**src/rtl/demux2_pair_if.sv**
```systemverilog
// Shared-bus handshake bundle for demux2_pair.
// slave: demux side (word in, pair out); master: feeder/consumer side.
interface demux2_pair_if #(
    parameter int N = 3
);
    logic         in_valid;
    logic         in_ready;
    logic         in_sel;
    logic [N-1:0] in_data;
    logic         out_valid;
    logic         out_ready;
    logic [N-1:0] out_a;
    logic [N-1:0] out_b;

    modport master (
        output in_valid, in_sel, in_data, out_ready,
        input  in_ready, out_valid, out_a, out_b
    );

    modport slave (
        input  in_valid, in_sel, in_data, out_ready,
        output in_ready, out_valid, out_a, out_b
    );
endinterface

```
**src/rtl/demux2_pair.sv**
```systemverilog
// Rebuilds (a, b) pairs from a sel-tagged word stream, flags order errors.
// Ports: clk, rst (sync, active-high), bus (slave), err_o, err_cnt_o.
module demux2_pair #(
    parameter int N     = 3,
    parameter int ERR_W = 8
) (
    input  logic             clk,
    input  logic             rst,
    demux2_pair_if.slave     bus,
    output logic             err_o,
    output logic [ERR_W-1:0] err_cnt_o
);
    localparam logic [1:0] S_A    = 2'd0;
    localparam logic [1:0] S_B    = 2'd1;
    localparam logic [1:0] S_FULL = 2'd2;

    logic [1:0]       state_q, state_d;
    logic [N-1:0]     a_q, a_d;
    logic [N-1:0]     b_q, b_d;
    logic             err_q, err_d;
    logic [ERR_W-1:0] cnt_q, cnt_d;
    logic             accept;

    assign bus.in_ready  = (state_q != S_FULL);
    assign bus.out_valid = (state_q == S_FULL);
    assign bus.out_a     = a_q;
    assign bus.out_b     = b_q;
    assign err_o         = err_q;
    assign err_cnt_o     = cnt_q;

    assign accept = bus.in_valid && (state_q != S_FULL);

    always_comb begin
        state_d = state_q;
        a_d     = a_q;
        b_d     = b_q;
        err_d   = 1'b0;
        cnt_d   = cnt_q;
        case (state_q)
            S_A: begin
                if (accept) begin
                    if (!bus.in_sel) begin
                        a_d     = bus.in_data;
                        state_d = S_B;
                    end else begin
                        err_d = 1'b1;
                    end
                end
            end
            S_B: begin
                if (accept) begin
                    if (bus.in_sel) begin
                        b_d     = bus.in_data;
                        state_d = S_FULL;
                    end else begin
                        // repeated a: keep the newest one
                        a_d   = bus.in_data;
                        err_d = 1'b1;
                    end
                end
            end
            S_FULL: begin
                if (bus.out_ready) begin
                    state_d = S_A;
                end
            end
            default: state_d = S_A;
        endcase
        if (err_d && (cnt_q != {ERR_W{1'b1}})) begin
            cnt_d = cnt_q + 1'b1;
        end
    end

    always_ff @(posedge clk) begin
        if (rst) begin
            state_q <= S_A;
            a_q     <= '0;
            b_q     <= '0;
            err_q   <= 1'b0;
            cnt_q   <= '0;
        end else begin
            state_q <= state_d;
            a_q     <= a_d;
            b_q     <= b_d;
            err_q   <= err_d;
            cnt_q   <= cnt_d;
        end
    end
endmodule
```
**src/flat_wrapper.sv**
```systemverilog
// flat-port wrapper written by rule: the top's interface ports become plain ports
module demux2_pair_flat 
#(
    parameter int N     = 3,
    parameter int ERR_W = 8
)
  (clk, rst, err_o, err_cnt_o, bus_in_valid, bus_in_sel, bus_in_data, bus_out_ready, bus_in_ready, bus_out_valid, bus_out_a, bus_out_b);
  demux2_pair_if #(.N(N)) bus_i ();
  input  logic clk;
  input  logic rst;
  output logic err_o;
  output logic [ERR_W-1:0] err_cnt_o;
  input wire logic [$bits(bus_i.in_valid)-1:0] bus_in_valid;
  input wire logic [$bits(bus_i.in_sel)-1:0] bus_in_sel;
  input wire logic [$bits(bus_i.in_data)-1:0] bus_in_data;
  input wire logic [$bits(bus_i.out_ready)-1:0] bus_out_ready;
  output wire logic [$bits(bus_i.in_ready)-1:0] bus_in_ready;
  output wire logic [$bits(bus_i.out_valid)-1:0] bus_out_valid;
  output wire logic [$bits(bus_i.out_a)-1:0] bus_out_a;
  output wire logic [$bits(bus_i.out_b)-1:0] bus_out_b;
  assign bus_i.in_valid = bus_in_valid;
  assign bus_i.in_sel = bus_in_sel;
  assign bus_i.in_data = bus_in_data;
  assign bus_i.out_ready = bus_out_ready;
  assign bus_in_ready = bus_i.in_ready;
  assign bus_out_valid = bus_i.out_valid;
  assign bus_out_a = bus_i.out_a;
  assign bus_out_b = bus_i.out_b;
  demux2_pair #(.N(N), .ERR_W(ERR_W)) u_core (.clk(clk), .rst(rst), .bus(bus_i), .err_o(err_o), .err_cnt_o(err_cnt_o));
endmodule
```
**config.mk**
```make
export PLATFORM = sky130hd
export DESIGN_NAME = demux2_pair_flat
export DESIGN_NICKNAME = d
export VERILOG_FILES = /design/src/rtl/demux2_pair_if.sv /design/src/rtl/demux2_pair.sv /design/src/flat_wrapper.sv
export SDC_FILE = /design/constraint.sdc
export NUM_CORES = 1
export LEC_CHECK = 0
export BUFFER_PORTS_ARGS = -buffer_cell sky130_fd_sc_hd__buf_2
export CAP_MARGIN = 20
export CORE_MARGIN = 4
export CORE_UTILIZATION = 51
export DETAILED_ROUTE_END_ITERATION = 10
export PLACE_DENSITY = 0.9
export SLEW_MARGIN = 20
export SYNTH_ARGS = -nofsm -noshare
export SYNTH_HDL_FRONTEND = slang
export SYNTH_SLANG_ARGS = --single-unit
```
**constraint.sdc**
```tcl
create_clock -name clk -period 2.5 [get_ports clk]
set_clock_uncertainty 0.2 [all_clocks]
set_input_delay 0.25 -clock clk [delete_from_list [all_inputs] [get_ports clk]]
set_output_delay 0.25 -clock clk [all_outputs]
set_load 0.01 [all_outputs]
```
Word level (Yosys, flattened, before mapping)
Cells that the tools add are included.

storage, ports and cells
  bits in registers = 17
  logic and storage cells = 34

cells by class
  bitwise gates (word level) = 1
  eq/ne operators = 9
  add/sub/neg operators = 1
  reduce and logical (&&, ||, !) cells = 7
  multiplexer cells = 11

operator list
  kind                                                             number
  2-bit two-way mux                                                5
  8-bit by 1-bit adder with 8-bit output, second input constant    1
  2-bit != test, second input constant                             4
  8-bit != test, second input constant                             1
  2-bit case mux with 3 select lines                               1
  3-bit AND reduction                                              2
  5-bit AND reduction                                              1
  1-bit two-way mux                                                4
  2-bit by 1-bit != test with 1-bit output, second input constant  2
  2-bit by 1-bit == test with 1-bit output, second input constant  1
  2-bit == test, second input constant                             1
  1-bit logical AND                                                2
  2-bit logical NOT                                                1
  1-bit case mux with 2 select lines                               1
  2-bit OR reduction                                               1
  1-bit NOT                                                        1

Longest topological paths before layout
  depth after elaboration = 5
  depth in mapped cells = 4

Worst setup path before layout
Ideal clock, no wire load.

  path kind = reg-to-reg
  start = register u_core.cnt_q[0], in the netlist u_core.err_cnt_o[0]
  end = register u_core.cnt_q[6], in the netlist u_core.err_cnt_o[6]
  slack = 0.885 ns
  stages on the path, launching flop included = 5
  clock period less this slack = 1.615 ns
  library setup time = 0.071 ns
  buffers on the path = 0
  arrival = 1.344 ns
  cells stage by stage = dfxtp_1 > ha_1 > nand3_2 > or4_1 > a21oi_1

between the ends
  cells in the longest elaborated chain, start to end = 2
  elaborated cells between the ends (all ways) = 3
  those cells by class = add/sub: 1; eq/ne: 1; reduce/logical: 1

RTL lines
  what                                                                                            line               RTL
  start, declared                                                                                 demux2_pair.sv:21  logic [ERR_W-1:0] cnt_q, cnt_d;
  start signal, assigned                                                                          demux2_pair.sv:86  cnt_q <= cnt_d;
  parallel branches: the longest is 2 deep, another holds 8-bit by 1-bit adder with 8-bit output  -

Parallel ways; which one is timed is not known.
A chain may end at the register's enable or synchronous reset.

Worst setup path after layout
  start = input bus_in_valid
  end = register u_core.cnt_q[0], in the netlist u_core.err_cnt_o[0]

between the ends
  cells in the longest elaborated chain, start to end = 4
  elaborated cells between the ends (all ways) = 5
  those cells by class = mux: 3; reduce/logical: 2

RTL lines
  what                                         line                                  RTL
  start, declared                              flat_wrapper.sv:13                    input wire logic [$bits(bus_i.in_valid)-1:0] bus_in_valid;
  1-bit logical AND (*)                        demux2_pair.sv:31                     assign accept = bus.in_valid && (state_q != S_FULL);
  1-bit two-way mux, on equally long branches  demux2_pair.sv:51, demux2_pair.sv:41
  1-bit case mux with 2 select lines (*)       demux2_pair.sv:39                     case (state_q)
  1-bit logical AND (*)                        demux2_pair.sv:69                     if (err_d && (cnt_q != {ERR_W{1'b1}})) begin

Every way passes the cells marked *; elsewhere a longest branch is shown, timed or not.

==> out/results.txt <==
Outcome: completed
Slew headroom: 0.730
Net Sw Frac: 0.249
Seq pwr share: 0.588
Largest family of logic cells by synthesized area: simple AND/OR/NAND/NOR gates
Fin. Hold Viols: 0
Post-Syn Area: 764 sq um
Worst-Margin Slew: 405 ps
Initial antenna violation count: 0
Synthesis-to-layout area growth: 21.9%
Syn nets: 90
Critical Path Source Type: input port
Post-Synth XOR/XNOR Area: 0.0213
TritonCTS clock tree: done
Max FO, Critical Path: 6
Depth of the worst register-to-register path: 4
TritonCTS buffer count: 3
Post-Synthesis Cells: 81
Total number of vias: 686
Mux contribution to synthesized area: 0.134
Largest net degree at the start of global routing: 21
Period utilization: 0.760
CTS H-tree lvls: 1
Vias per cell: 5.58
Post-Route WL: 1.67 mm
Max Root-Sink Buffers: 2
P_leak: 0.437 nW
Postcts setup bufs: 0
Final TNS setup: 0 ps
Full die area: 2180 sq um
Worst r2r src: u_core.state_q[0]$_SDFFE_PP0P_
Post-Synth Simple-Gate Area: 0.277
# DRC: 0
Global-route wire length before repair: 2.68 mm
Max Cap Viol: 0
Die height: 46.7 um
GRT Overall Usage: 0.175
Die Wd: 46.7 um
Port Buffers: 24
Critical Path AT: 1890 ps
Crit. End Element: flop
Area of the multi-input gates: 409 sq um
Post-route setup slack: 600 ps
Unrepaired setup endpoints after global routing: false
Io pins: 25
Grt ovf: 0
Clock-pin slew on the worst setup and hold paths: 90 ps
CTS root buffer: clkbuf_4
Clock power share: 0.303
Internal: 0.366 mW
CP startpoint: bus_in_valid
Crit path to: u_core.err_cnt_o[0]$_SDFFE_PP0P_
Synth Register Bits: 17
DP HPWL: 1.24 mm
Nets: 118
CTS Hold Bufs: 1
Async SR Flop Fraction: 0
Final Wtd Congestion: 0.711
Yosys cell types: 30
Psw: 0.122 mW
Synth Area in Compound Gates: 0.0867
Final setup fails: 0
Crit path time final: 1900 ps
Post-synth EDFFs: 0
Leading cell type in the layout, fill and taps excluded: buf_2
Critical Path RT: 2490 ps
Synth Area in Adders: 0.0164
Register area share after synthesis: 0.445
Vias in the first global route: 615
Initial Util: 0.566
Most frequent cells in the layout: buf_2 (24), dfxtp_1 (17), nor2_1 (11)
DRT iter0 DRCs: 15
Clock Sinks: 17
Top_reg_cell synth: dfxtp_1
Filler Cells Inserted: 113
Post-DRT Antenna Nets: 0
Register-to-Register Setup Slack: 770 ps
FF+latch area: 340 sq um
Combinational Power Share: 0.109
Syn avg cell area: 9.44 sq um
Post-cts resize count: 0
Core Footprint: 1350 sq um
Pwr/cell area: 523 nW/um^2
Min-delay worst type: input port to flop
Fmax: 526 MHz
Routed len/inst: 13.6 um
Peak VDD IR: 296 uV
Clock Latency Late Sink: 290 ps
Cell Rows: 13
Max-slew violation count: 0
DR pass1 iterations: 4
FF-to-FF End: u_core.err_cnt_o[0]$_SDFFE_PP0P_
Synthesis Warnings: 0
WS Path Type: input port to flop
Diodes inserted: 0
Place WS: 806 ps
Layout cells sized above 1: 0.278
[how the worst min path moves through the flow]
stage,to,start,slack (ps),cells after the start
2_1_floorplan,u_core.state_q[0]$_SDFFE_PP0P_,bus_in_sel,160,1
3_3_place_gp,u_core.state_q[0]$_SDFFE_PP0P_,u_core.state_q[1]$_SDFFE_PP0P_,250,1
3_5_place_dp,u_core.state_q[0]$_SDFFE_PP0P_,u_core.state_q[1]$_SDFFE_PP0P_,270,1
4_1_cts,u_core.bus.out_b[1]$_SDFFE_PP0P_,bus_in_data[1],3,3
5_1_grt,u_core.bus.out_b[1]$_SDFFE_PP0P_,bus_in_data[1],20,3
6_report,u_core.bus.out_b[1]$_SDFFE_PP0P_,bus_in_data[1],0.7,3
[worst max-delay path, cell delays in order]
cell           delay, ps
dlygate4sd3_1        510
buf_2                120
and2b_1              220
nand2_1              110
a41oi_1              310
mux2_2               370
[per-layer routing]
| layer | vias up | track usage | share of wire |
|---|---|---|---|
| met5 | - | 0 | 0 |
| met4 | 0 | 0.0994 | 0.017 |
| met3 | 4 | 0.0352 | 0.051 |
| met2 | 19 | 0.280 | 0.50 |
| met1 | 317 | 0.219 | 0.43 |
| li1 | 346 | - | - |
[sequential cells by signal, indices dropped and copies added (netlist names)]
signal and cells:
u_core.bus.out_b 3, u_core.bus.out_a 3, u_core.state_q 2, u_core.err_cnt_o 8, u_core.err_o 1
[per-stage QoR]
step / hold WS (ps) / instances / utilization / power [mW] / cell area (sq um)
6_report: 0.663 / 123 / 0.690 / 0.488 / 932
3_3_place_gp: 247 / 118 / 0.664 / 0.342 / 896
4_1_cts: 3.29 / 123 / 0.690 / 0.491 / 932
2_1_floorplan: 162 / 81 / - / 0.324 / 764
5_1_grt: 19.7 / 123 / 0.690 / 0.505 / 932
3_5_place_dp: 267 / 118 / 0.664 / 0.345 / 896
[power groups by stage]
stage	combinational, mW	clock (mW)	sequential (mW)
after floorplan	0.0289	0	0.295
after global placement	0.0500	0	0.292
after detailed placement	0.0524	0	0.293
after CTS	0.0537	0.150	0.287
after global routing	0.0595	0.157	0.288
final	0.0531	0.148	0.287
[cell usage after synthesis, types with 2 or more instances]
cell	number	area, sq um
o21ai_0	2	10.0
inv_1	2	7.51
nand2b_1	4	25.0
dfxtp_1	17	340
nor2_1	11	41.3
a21oi_1	3	15.0
nand3_1	5	25.0
a41oi_1	2	17.5
and4_1	2	17.5
nand2_1	3	11.3
nor2b_1	3	18.8
mux2i_1	8	80.1
and3_1	2	12.5
[area by class of cell]
cell class              instances  share of cell area
repair buffers                 25               0.140
clock buffers                   4              0.0282
flip-flops and latches         17               0.365
inverters                       2             0.00805
multi-input cells              60               0.439
well taps                      15              0.0201
[cells by family after synthesis]
group | Yosys count
AO/OA/AOI/OAI | 10
XOR/XNOR | 1
adder cells (fa/ha/maj) | 1
buffers and inverters | 4
flip-flops | 17
multiplexers | 10
AND/OR/NAND/NOR | 38
Power figures use the tool's default switching activity.
